**config.mk**
```make
export PLATFORM = sky130hd
export DESIGN_NAME = fpu_req_scheduler
export DESIGN_NICKNAME = d
export VERILOG_FILES = /design/src/rtl/fpu_req_scheduler_pkg.sv /design/src/rtl/fpu_rsp_fifo.sv /design/src/rtl/fpu_req_scheduler.sv
export SDC_FILE = /design/constraint.sdc
export NUM_CORES = 1
export LEC_CHECK = 0
export CAP_MARGIN = 20
export CORE_AREA = 4 4 171 173
export CTS_CLUSTER_SIZE = 25
export DETAILED_ROUTE_END_ITERATION = 12
export DIE_AREA = 0 0 175 177
export GPL_TIMING_DRIVEN = 0
export PLACE_DENSITY = 0.61
export SYNTH_ARGS = -nofsm -noshare
export SYNTH_HDL_FRONTEND = slang
export SYNTH_SLANG_ARGS = --single-unit
```
**constraint.sdc**
```tcl
create_clock -name clk -period 2.97 [get_ports clk]
set_input_delay 0.594 -clock clk [delete_from_list [all_inputs] [get_ports clk]]
set_output_delay 0.594 -clock clk [all_outputs]
set_load 0.02 [all_outputs]
```
**src/rtl/fpu_req_scheduler_pkg.sv**
```systemverilog
// Shared FPU definitions: op encodings, default scheduler sizing and bus payload types.
package fpu_req_scheduler_pkg;

   localparam int unsigned DATA_W        = 32;
   localparam int unsigned OP_W          = 2;
   localparam int unsigned NUM_REQ       = 2;
   localparam int unsigned TAG_W         = 1;
   localparam int unsigned LATENCY_DEF   = 4;
   localparam int unsigned RSP_DEPTH_DEF = 2;

   typedef enum logic [OP_W-1:0] {
      OP_ADD  = 2'b00,
      OP_SUB  = 2'b01,
      OP_MUL  = 2'b10,
      OP_RSVD = 2'b11
   } fpu_op_e;

   typedef struct packed {
      logic [OP_W-1:0]   op;
      logic [DATA_W-1:0] a;
      logic [DATA_W-1:0] b;
   } fpu_req_t;

   typedef struct packed {
      logic             vld;
      logic [TAG_W-1:0] tag;
   } pipe_tag_t;

endpackage

```
**src/rtl/fpu_rsp_fifo.sv**
```systemverilog
// Small per-requester response FIFO; head is exposed combinationally.
module fpu_rsp_fifo #(
   parameter int unsigned DEPTH = 2,
   parameter int unsigned WIDTH = 32
) (
   input  logic             clk,
   input  logic             reset,
   input  logic             push,
   input  logic [WIDTH-1:0] push_data,
   input  logic             pop,
   output logic [WIDTH-1:0] head,
   output logic             empty
);

   localparam int unsigned PTR_W = (DEPTH > 1) ? $clog2(DEPTH) : 1;
   localparam int unsigned CNT_W = $clog2(DEPTH + 1);

   logic [WIDTH-1:0] mem [DEPTH];
   logic [PTR_W-1:0] wr_ptr;
   logic [PTR_W-1:0] rd_ptr;
   logic [CNT_W-1:0] count;
   logic             full;
   logic             do_pop;

   function automatic logic [PTR_W-1:0] ptr_inc(input logic [PTR_W-1:0] p);
      return (p == PTR_W'(DEPTH - 1)) ? '0 : p + PTR_W'(1);
   endfunction

   assign empty  = (count == '0);
   assign full   = (count == CNT_W'(DEPTH));
   assign do_pop = pop & ~empty;
   assign head   = mem[rd_ptr];

   // Storage carries no reset; validity is tracked by count.
   always_ff @(posedge clk) begin
      if (push) mem[wr_ptr] <= push_data;
   end

   always_ff @(posedge clk or negedge reset) begin
      if (!reset) begin
         wr_ptr <= '0;
         rd_ptr <= '0;
         count  <= '0;
      end else begin
         if (push)   wr_ptr <= ptr_inc(wr_ptr);
         if (do_pop) rd_ptr <= ptr_inc(rd_ptr);
         case ({push, do_pop})
            2'b10:   count <= count + CNT_W'(1);
            2'b01:   count <= count - CNT_W'(1);
            default: count <= count;
         endcase
      end
   end

   // Credits upstream must make an overflowing push impossible.
   a_no_overflow: assert property (@(posedge clk) disable iff (!reset) !(push && full && !do_pop));

endmodule

```
**src/rtl/fpu_req_scheduler.sv**
```systemverilog
// Two-requester round-robin scheduler in front of a shared fixed-latency FPU pipeline.
module fpu_req_scheduler
   import fpu_req_scheduler_pkg::*;
#(
   parameter int unsigned LATENCY   = LATENCY_DEF,
   parameter int unsigned RSP_DEPTH = RSP_DEPTH_DEF
) (
   input  logic                            clk,
   input  logic                            reset,
   input  logic [NUM_REQ-1:0]              req_valid,
   output logic [NUM_REQ-1:0]              req_ready,
   input  logic [NUM_REQ-1:0][OP_W-1:0]    req_op,
   input  logic [NUM_REQ-1:0][DATA_W-1:0]  req_a,
   input  logic [NUM_REQ-1:0][DATA_W-1:0]  req_b,
   output logic                            alu_valid,
   output logic [OP_W-1:0]                 alu_op,
   output logic [DATA_W-1:0]               alu_a,
   output logic [DATA_W-1:0]               alu_b,
   input  logic [DATA_W-1:0]               alu_result,
   output logic [NUM_REQ-1:0]              rsp_valid,
   input  logic [NUM_REQ-1:0]              rsp_ready,
   output logic [NUM_REQ-1:0][DATA_W-1:0]  rsp_data,
   output logic                            busy
);

   localparam int unsigned CNT_W = $clog2(RSP_DEPTH + 1);

   logic [NUM_REQ-1:0] eligible;
   logic [NUM_REQ-1:0] grant;
   logic [NUM_REQ-1:0] push;
   logic [NUM_REQ-1:0] pop;
   logic [NUM_REQ-1:0] fifo_empty;
   logic [CNT_W-1:0]   outstanding [NUM_REQ];
   logic               rr_ptr;
   logic               gnt_idx;
   logic               alu_tag;
   pipe_tag_t          pipe [LATENCY];
   fpu_req_t           sel_req;

   // Credit-gated round-robin grant; the pointer only matters under contention.
   always_comb begin
      eligible = '0;
      for (int i = 0; i < NUM_REQ; i++)
         eligible[i] = reset & req_valid[i] & (outstanding[i] < CNT_W'(RSP_DEPTH));
      grant = eligible;
      if (&eligible) grant = rr_ptr ? 2'b10 : 2'b01;
      gnt_idx = grant[1];
      sel_req = '{op: req_op[gnt_idx], a: req_a[gnt_idx], b: req_b[gnt_idx]};
   end

   assign req_ready = grant;

   always_comb begin
      busy = 1'b0;
      for (int i = 0; i < NUM_REQ; i++)
         if (outstanding[i] != '0) busy = 1'b1;
   end

   // Registered issue; payload holds when idle.
   always_ff @(posedge clk or negedge reset) begin
      if (!reset) begin
         alu_valid <= 1'b0;
         alu_tag   <= 1'b0;
         alu_op    <= '0;
         alu_a     <= '0;
         alu_b     <= '0;
         rr_ptr    <= 1'b0;
      end else begin
         alu_valid <= |grant;
         if (|grant) begin
            alu_tag <= gnt_idx;
            alu_op  <= sel_req.op;
            alu_a   <= sel_req.a;
            alu_b   <= sel_req.b;
            rr_ptr  <= ~rr_ptr;
         end
      end
   end

   // Tag pipeline tracks alu_valid so its tail lines up with alu_result.
   always_ff @(posedge clk or negedge reset) begin
      if (!reset) begin
         for (int k = 0; k < LATENCY; k++) pipe[k] <= '0;
      end else begin
         pipe[0] <= '{vld: alu_valid, tag: alu_tag};
         for (int k = 1; k < LATENCY; k++) pipe[k] <= pipe[k-1];
      end
   end

   always_ff @(posedge clk or negedge reset) begin
      if (!reset) begin
         for (int i = 0; i < NUM_REQ; i++) outstanding[i] <= '0;
      end else begin
         for (int i = 0; i < NUM_REQ; i++) begin
            case ({grant[i], pop[i]})
               2'b10:   outstanding[i] <= outstanding[i] + CNT_W'(1);
               2'b01:   outstanding[i] <= outstanding[i] - CNT_W'(1);
               default: outstanding[i] <= outstanding[i];
            endcase
         end
      end
   end

   for (genvar g = 0; g < NUM_REQ; g++) begin : g_rsp
      assign push[g]      = pipe[LATENCY-1].vld & (pipe[LATENCY-1].tag == TAG_W'(g));
      assign rsp_valid[g] = ~fifo_empty[g];
      assign pop[g]       = rsp_valid[g] & rsp_ready[g];

      fpu_rsp_fifo #(
         .DEPTH (RSP_DEPTH),
         .WIDTH (DATA_W)
      ) u_fifo (
         .clk       (clk),
         .reset     (reset),
         .push      (push[g]),
         .push_data (alu_result),
         .pop       (pop[g]),
         .head      (rsp_data[g]),
         .empty     (fifo_empty[g])
      );
   end

endmodule

```
## Word-level counts from Yosys, hierarchy flattened

Memory sizes are Yosys's and may differ from the RTL's.
Index checks and enable logic that the tools add are counted.
Widths: inputs -> output; s select.

- Register bits after elaboration: 89
- Bits in writable memories: 128
- Logic and storage cells: 93
- Memories kept: 2

- Add/sub/neg operators: 12
- Order comparisons: 3
- Equal/unequal tests: 8
- Muxes and demuxes: 22
- Bitwise operators: 14
- Reductions and logical operators: 10

Memory list:

| name | words | bits a word | read ports | clocked after memory_dff | wr ports | line | text |
|---|---|---|---|---|---|---|---|
| g_rsp[0].u_fifo.mem | 2 | 32 | 1 | 0 | 1 | fpu_rsp_fifo.sv:18 | `logic [WIDTH-1:0] mem [DEPTH];` |
| g_rsp[1].u_fifo.mem | 2 | 32 | 1 | 0 | 1 | fpu_rsp_fifo.sv:18 |  |

Operator list:

| kind | number |
|---|---|
| $mux 32 | 4 |
| $pmux 2 s2 | 4 |
| $reduce_bool 2->1 | 6 |
| $and 1x1->1 | 10 |
| $mux 1 | 10 |
| $add 2x1->2 const B | 4 |
| $eq 2x1->1 const B | 4 |
| $eq 2x2->1 const B | 4 |
| $mux 2 | 4 |
| $sub 2x1->2 const B | 4 |
| $add 1x1->1 const B | 4 |
| $logic_not 2->1 | 2 |
| $lt 2x2->1 const B | 2 |
| $not 1->1 | 4 |
| $lt 1x2->1 const B | 1 |
| $reduce_and 2->1 | 1 |
| $reduce_or 2->1 | 1 |

## Longest topological paths before layout

- Depth in word-level cells: 6
- Mapped depth: 9
- Mapped depth without buffers: 6

## Cells and area by module

From an unflattened synthesis, not the netlist that was laid out.

- Cell total of the unflattened synthesis: 504
- Area, all modules: 8747.1 um^2

Modules (own cells, without submodules):

| module | instances | cells an instance | area each (um^2) | sequential area each (um^2) |
|---|---|---|---|---|
| fpu_rsp_fifo | 2 | 116 | 2648.8 | 2021.9 |
| fpu_req_scheduler | 1 | 272 | 3449.6 | 2026.9 |

## Worst setup path after synthesis

No wires, ideal clock.

- Kind: reg-to-reg
- Start: register pipe[0] (netlist name)
- End: memory g_rsp[0].u_fifo.mem[0][0] (enable)
- Data arrival time: 1.932 ns
- Required time: 2.549 ns
- Setup slack: 0.617 ns
- Cell stages (with the launch flop): 3
- Clock period less this slack: 2.353 ns
- Path through: dfrtp_1 -> nand2b_1 -> nor2_1

- Longest elaborated chain between the ends: 4

Ends and longest elaborated chain:

| what | line | text |
|---|---|---|
| from (decl) | fpu_req_scheduler.sv:37 | `pipe_tag_t pipe [LATENCY];` |
| $not 1->1 | fpu_req_scheduler.sv:105 | `assign push[g] = pipe[LATENCY-1].vld & (pipe[LATENCY-1].tag == TAG_W'(g));` |
| $and 1x1->1 | fpu_req_scheduler.sv:105 |  |
| $mux 1 | fpu_rsp_fifo.sv:36 | `if (push) mem[wr_ptr] <= push_data;` |
| $mux 1 (not written as such) | fpu_rsp_fifo.sv:36 |  |
| to (decl) | fpu_rsp_fifo.sv:18 |  |

Every way passes these cells.

## Worst setup path after layout

- Start: input req_valid[0]
- End: output req_ready[0]

- Longest elaborated chain between the ends: 4

Ends and longest elaborated chain:

| what | line | text |
|---|---|---|
| from (decl) | fpu_req_scheduler.sv:10 | `input logic [NUM_REQ-1:0] req_valid,` |
| $and 1x1->1 * (2 in series) | fpu_req_scheduler.sv:44 | `eligible[i] = reset & req_valid[i] & (outstanding[i] < CNT_W'(RSP_DEPTH));` |
| $reduce_and 2->1 | fpu_req_scheduler.sv:46 | `if (&eligible) grant = rr_ptr ? 2'b10 : 2'b01;` |
| $mux 2 * | fpu_req_scheduler.sv:46 |  |
| to (decl) | fpu_req_scheduler.sv:11 | `output logic [NUM_REQ-1:0] req_ready,` |

Every way passes the cells marked *; elsewhere a longest branch is shown, timed or not.

==> results.py <==
metrics = {
    "min_path": {
        "hp-class": "input pin to async pin",
    },
    "die": {
        "die_area_um2": 30980,
        "num_io_pins": 306,
        "die_height_um": 177,
        "rows": 61,
        "chipWidth_um": 175,
        "initial_utilization": 0.3258,
        "core_area_um2": 27630,
    },
    "placement": {
        "dp.cells": 1318,
        "numPortBuffers": 305,
        "place_congestion": 0.7947,
        "dp_slack_ns": -0.6939,
        "dp_hpwl_um": 18860,
        "postPlaceCellArea_um2": 12640,
    },
    "final_layout": {
        "fin_nets": 1144,
        "layout_common_cells": "clkdlybuf4s50_1 (302), inv_1 (137), edfxtp_1 (128), dfrtp_1 (89), mux2_2 (64)",
        "syn_to_final_growth_pct": 50.94,
        "drive_gt1_frac": 0.1743,
        "stdcell_count": 1367,
        "final_area_um2": 13590,
        "final_common_cell": "clkdlybuf4s50_1",
    },
    "drt": {
        "drc": 0,
        "drt_iter0_drc": 281,
        "wire_per_inst_um": 19.35,
        "wl_um": 26460,
        "dr.pass1.iters": 4,
        "vias": 6243,
        "viasPerCell": 4.567,
        "ant_nets": 0,
    },
    "run": {
        "maxCapViolations": 0,
    },
    "power": {
        "finalPower_mw": 12.80,
        "combPwrFrac": 0.409,
        "swShare": 0.3383,
        "p_int_mw": 8.472,
        "leakagePower_nw": 5.312,
        "pwr-share-seq": 0.348,
        "switching_power_mw": 4.331,
        "irDropWorstVdd_mv": 0.4561,
        "power_per_cell_area_nw_per_um2": 942.3,
        "clock_power_share": 0.243,
    },
    "critical_path": {
        "worstPathArrival_ns": 2.24,
        "cp-end-kind": "output pin",
        "critPathMaxFanout": 10,
        "crit_type": "input pin to output pin",
        "crit_path_start_kind": "input pin",
        "worst-endpoint-required_ns": 2.38,
    },
    "cts": {
        "htreeDepth": 1,
        "cts_tree": "yes",
        "cts_buffer_depth": 3,
        "cts.clk_slew.worst_paths_ns": 0.06,
        "cts_buffers": 25,
        "cts.sinks": 217,
        "clock_latency_ns": 0.51,
        "root_buffer": "clkbuf_16",
    },
    "global_routing": {
        "antenna_found_initial": 0,
        "grt_remaining_overflow": 0,
        "grt_start_max_net_pins": 47,
        "grt_pass1_vias": 6726,
        "grt_pass1_wl_um": 40170,
        "grt_use_total": 0.1673,
    },
    "synthesis": {
        "syn_inst": 631,
        "seq_area_frac_synth": 0.6744,
        "synth-main-ff-cell": "edfxtp_1",
        "yosysUniqueCellTypes": 29,
        "yosysWarnings": 0,
        "synth_seq_cells": 217,
        "synthesis.area_um2": 9002,
        "synth_edf_count": 128,
        "ys_async_sr_fraction": 0.4101,
        "syn_nets": 805,
        "avgSynthCellArea_um2": 14.27,
    },
    "sta": {
        "clock_skew_ns": 0.01155,
        "finalWorstSetupSlack_ns": 0.1343,
        "min_period_ns": 2.836,
        "hold_ws_ns": 0.04241,
        "grt_setup_unrepaired": "no",
        "timing.fmax_ghz": 0.3526,
        "slew_violations": 0,
        "max_slew_margin": 0.3829,
        "worst_pin_slew_ns": 0.9256,
        "finalSetupViolCount": 0,
        "hold_viol": 0,
        "period_share": 0.9548,
    },
    "outcome": {
        "status": "finished clean",
    },
}
==> final cells by class <==
| cell class | count | area (um^2) |
|---|---|---|
| Clock inverter | 8 | 140.1 |
| Clock buffer | 36 | 676.9 |
| Sequential cell | 217 | 6071 |
| Fill cell | 2496 | 14040 |
| Tap cell | 378 | 473.0 |
| Multi-Input combinational cell | 240 | 2217 |
| Antenna cell | 2 | 5.005 |
| Inverter | 137 | 514.2 |
| Buffer | 34 | 232.7 |
| Timing Repair Buffer | 315 | 3258 |
==> through the flow <==
step	utilization	setup TNS, ns
after global placement	0.4534	-507.39
after CTS	0.4912	-1.019
after global routing	0.4916	0
after floorplan	-	0
final	0.4918	0
after detailed placement	0.4577	-1.178
==> timing repair <==
item | in CTS | in global routing
pin swaps | 1 | 0
setup endpoints to repair | 60 | 39
setup buffers | 1 | 0
gates resized for setup | 7 | 10
hold buffers | 4 | 0
cloned | 1 | 0
hold endpoints to repair | 46 | 0
==> layer usage <==
| metal | routed length [um] | share of wire | track usage |
|---|---|---|---|
| met1 | 10190 | 0.39 | 0.1969 |
| met5 | 0 | 0 | 0 |
| met4 | 367 | 0.014 | 0.02913 |
| met2 | 12880 | 0.49 | 0.2891 |
| met3 | 3020 | 0.11 | 0.07370 |
==> final timing paths <==
path | cells past startpoint | endpoint | start | slack (ns)
max in group asynchronous | 3 | g_rsp[0].u_fifo.rd_ptr | reset | 1.84
max reg2reg | 8 | outstanding[3] | outstanding[3] | 1.00
min reg2reg | 0 | pipe[2] | pipe[4] | 0.35
min in group clk | 0 | pipe[2] | pipe[4] | 0.35
max | 8 | req_ready[0] | req_valid[0] | 0.13
min | 2 | alu_b[18] | reset | 0.04
==> power by group through the flow <==
stage	Combinational, mW	Sequential [mW]	Clock (mW)
6_report	5.23	4.46	3.11
3_5_place_dp	5.31	4.47	0
2_1_floorplan	2.26	4.95	0
5_1_grt	5.61	4.56	3.34
4_1_cts	5.33	4.46	3.20
3_3_place_gp	5.23	4.47	0
==> synthesized netlist by cell type, drive strengths merged, types with 2 or more instances <==
cell      n  area share
and2      2      0.0014
buf      24       0.019
clkbuf   13      0.0054
dfrtp    89        0.25
edfxtp  128        0.43
ha        4      0.0056
inv     137       0.057
mux2     64       0.080
nand2     2     0.00083
nand3    66       0.041
nor2      7      0.0029
nor2b     2      0.0017
o221ai   66       0.084
or2       2      0.0014
xnor2    10      0.0097
xor2      7      0.0068
==> state kept, by name, indices dropped and copies added, names as in the netlist <==
register / cells
alu_a: 32
alu_b: 32
alu_op: 2
alu_tag: 1
alu_valid: 1
g_rsp.u_fifo.count: 4
g_rsp.u_fifo.mem: 128
g_rsp.u_fifo.rd_ptr: 2
g_rsp.u_fifo.wr_ptr: 2
outstanding: 4
pipe: 8
rr_ptr: 1
==> critical path: stages <==
cell	delay (ns)
clkdlybuf4s50_1	0.48
and3b_1	0.17
buf_6	0.13
buf_6	0.15
buf_6	0.19
nand2_1	0.10
inv_1	0.07
clkdlybuf4s15_1	0.35
==> logic make-up (layout without fill, tap and decap cells) <==
family	after synthesis	after routing	share of synthesized area
buffers and inverters	174	530	0.08200
other	0	2	0
and+or+nand+nor	86	86	0.05337
adders and majority gates	4	4	0.005560
AOI/OAI and AO/OA	69	69	0.08812
DFF	217	217	0.6744
muxes	64	64	0.08006
xor gates and xnor gates	17	17	0.01654
Power figures use the tool's default switching activity.
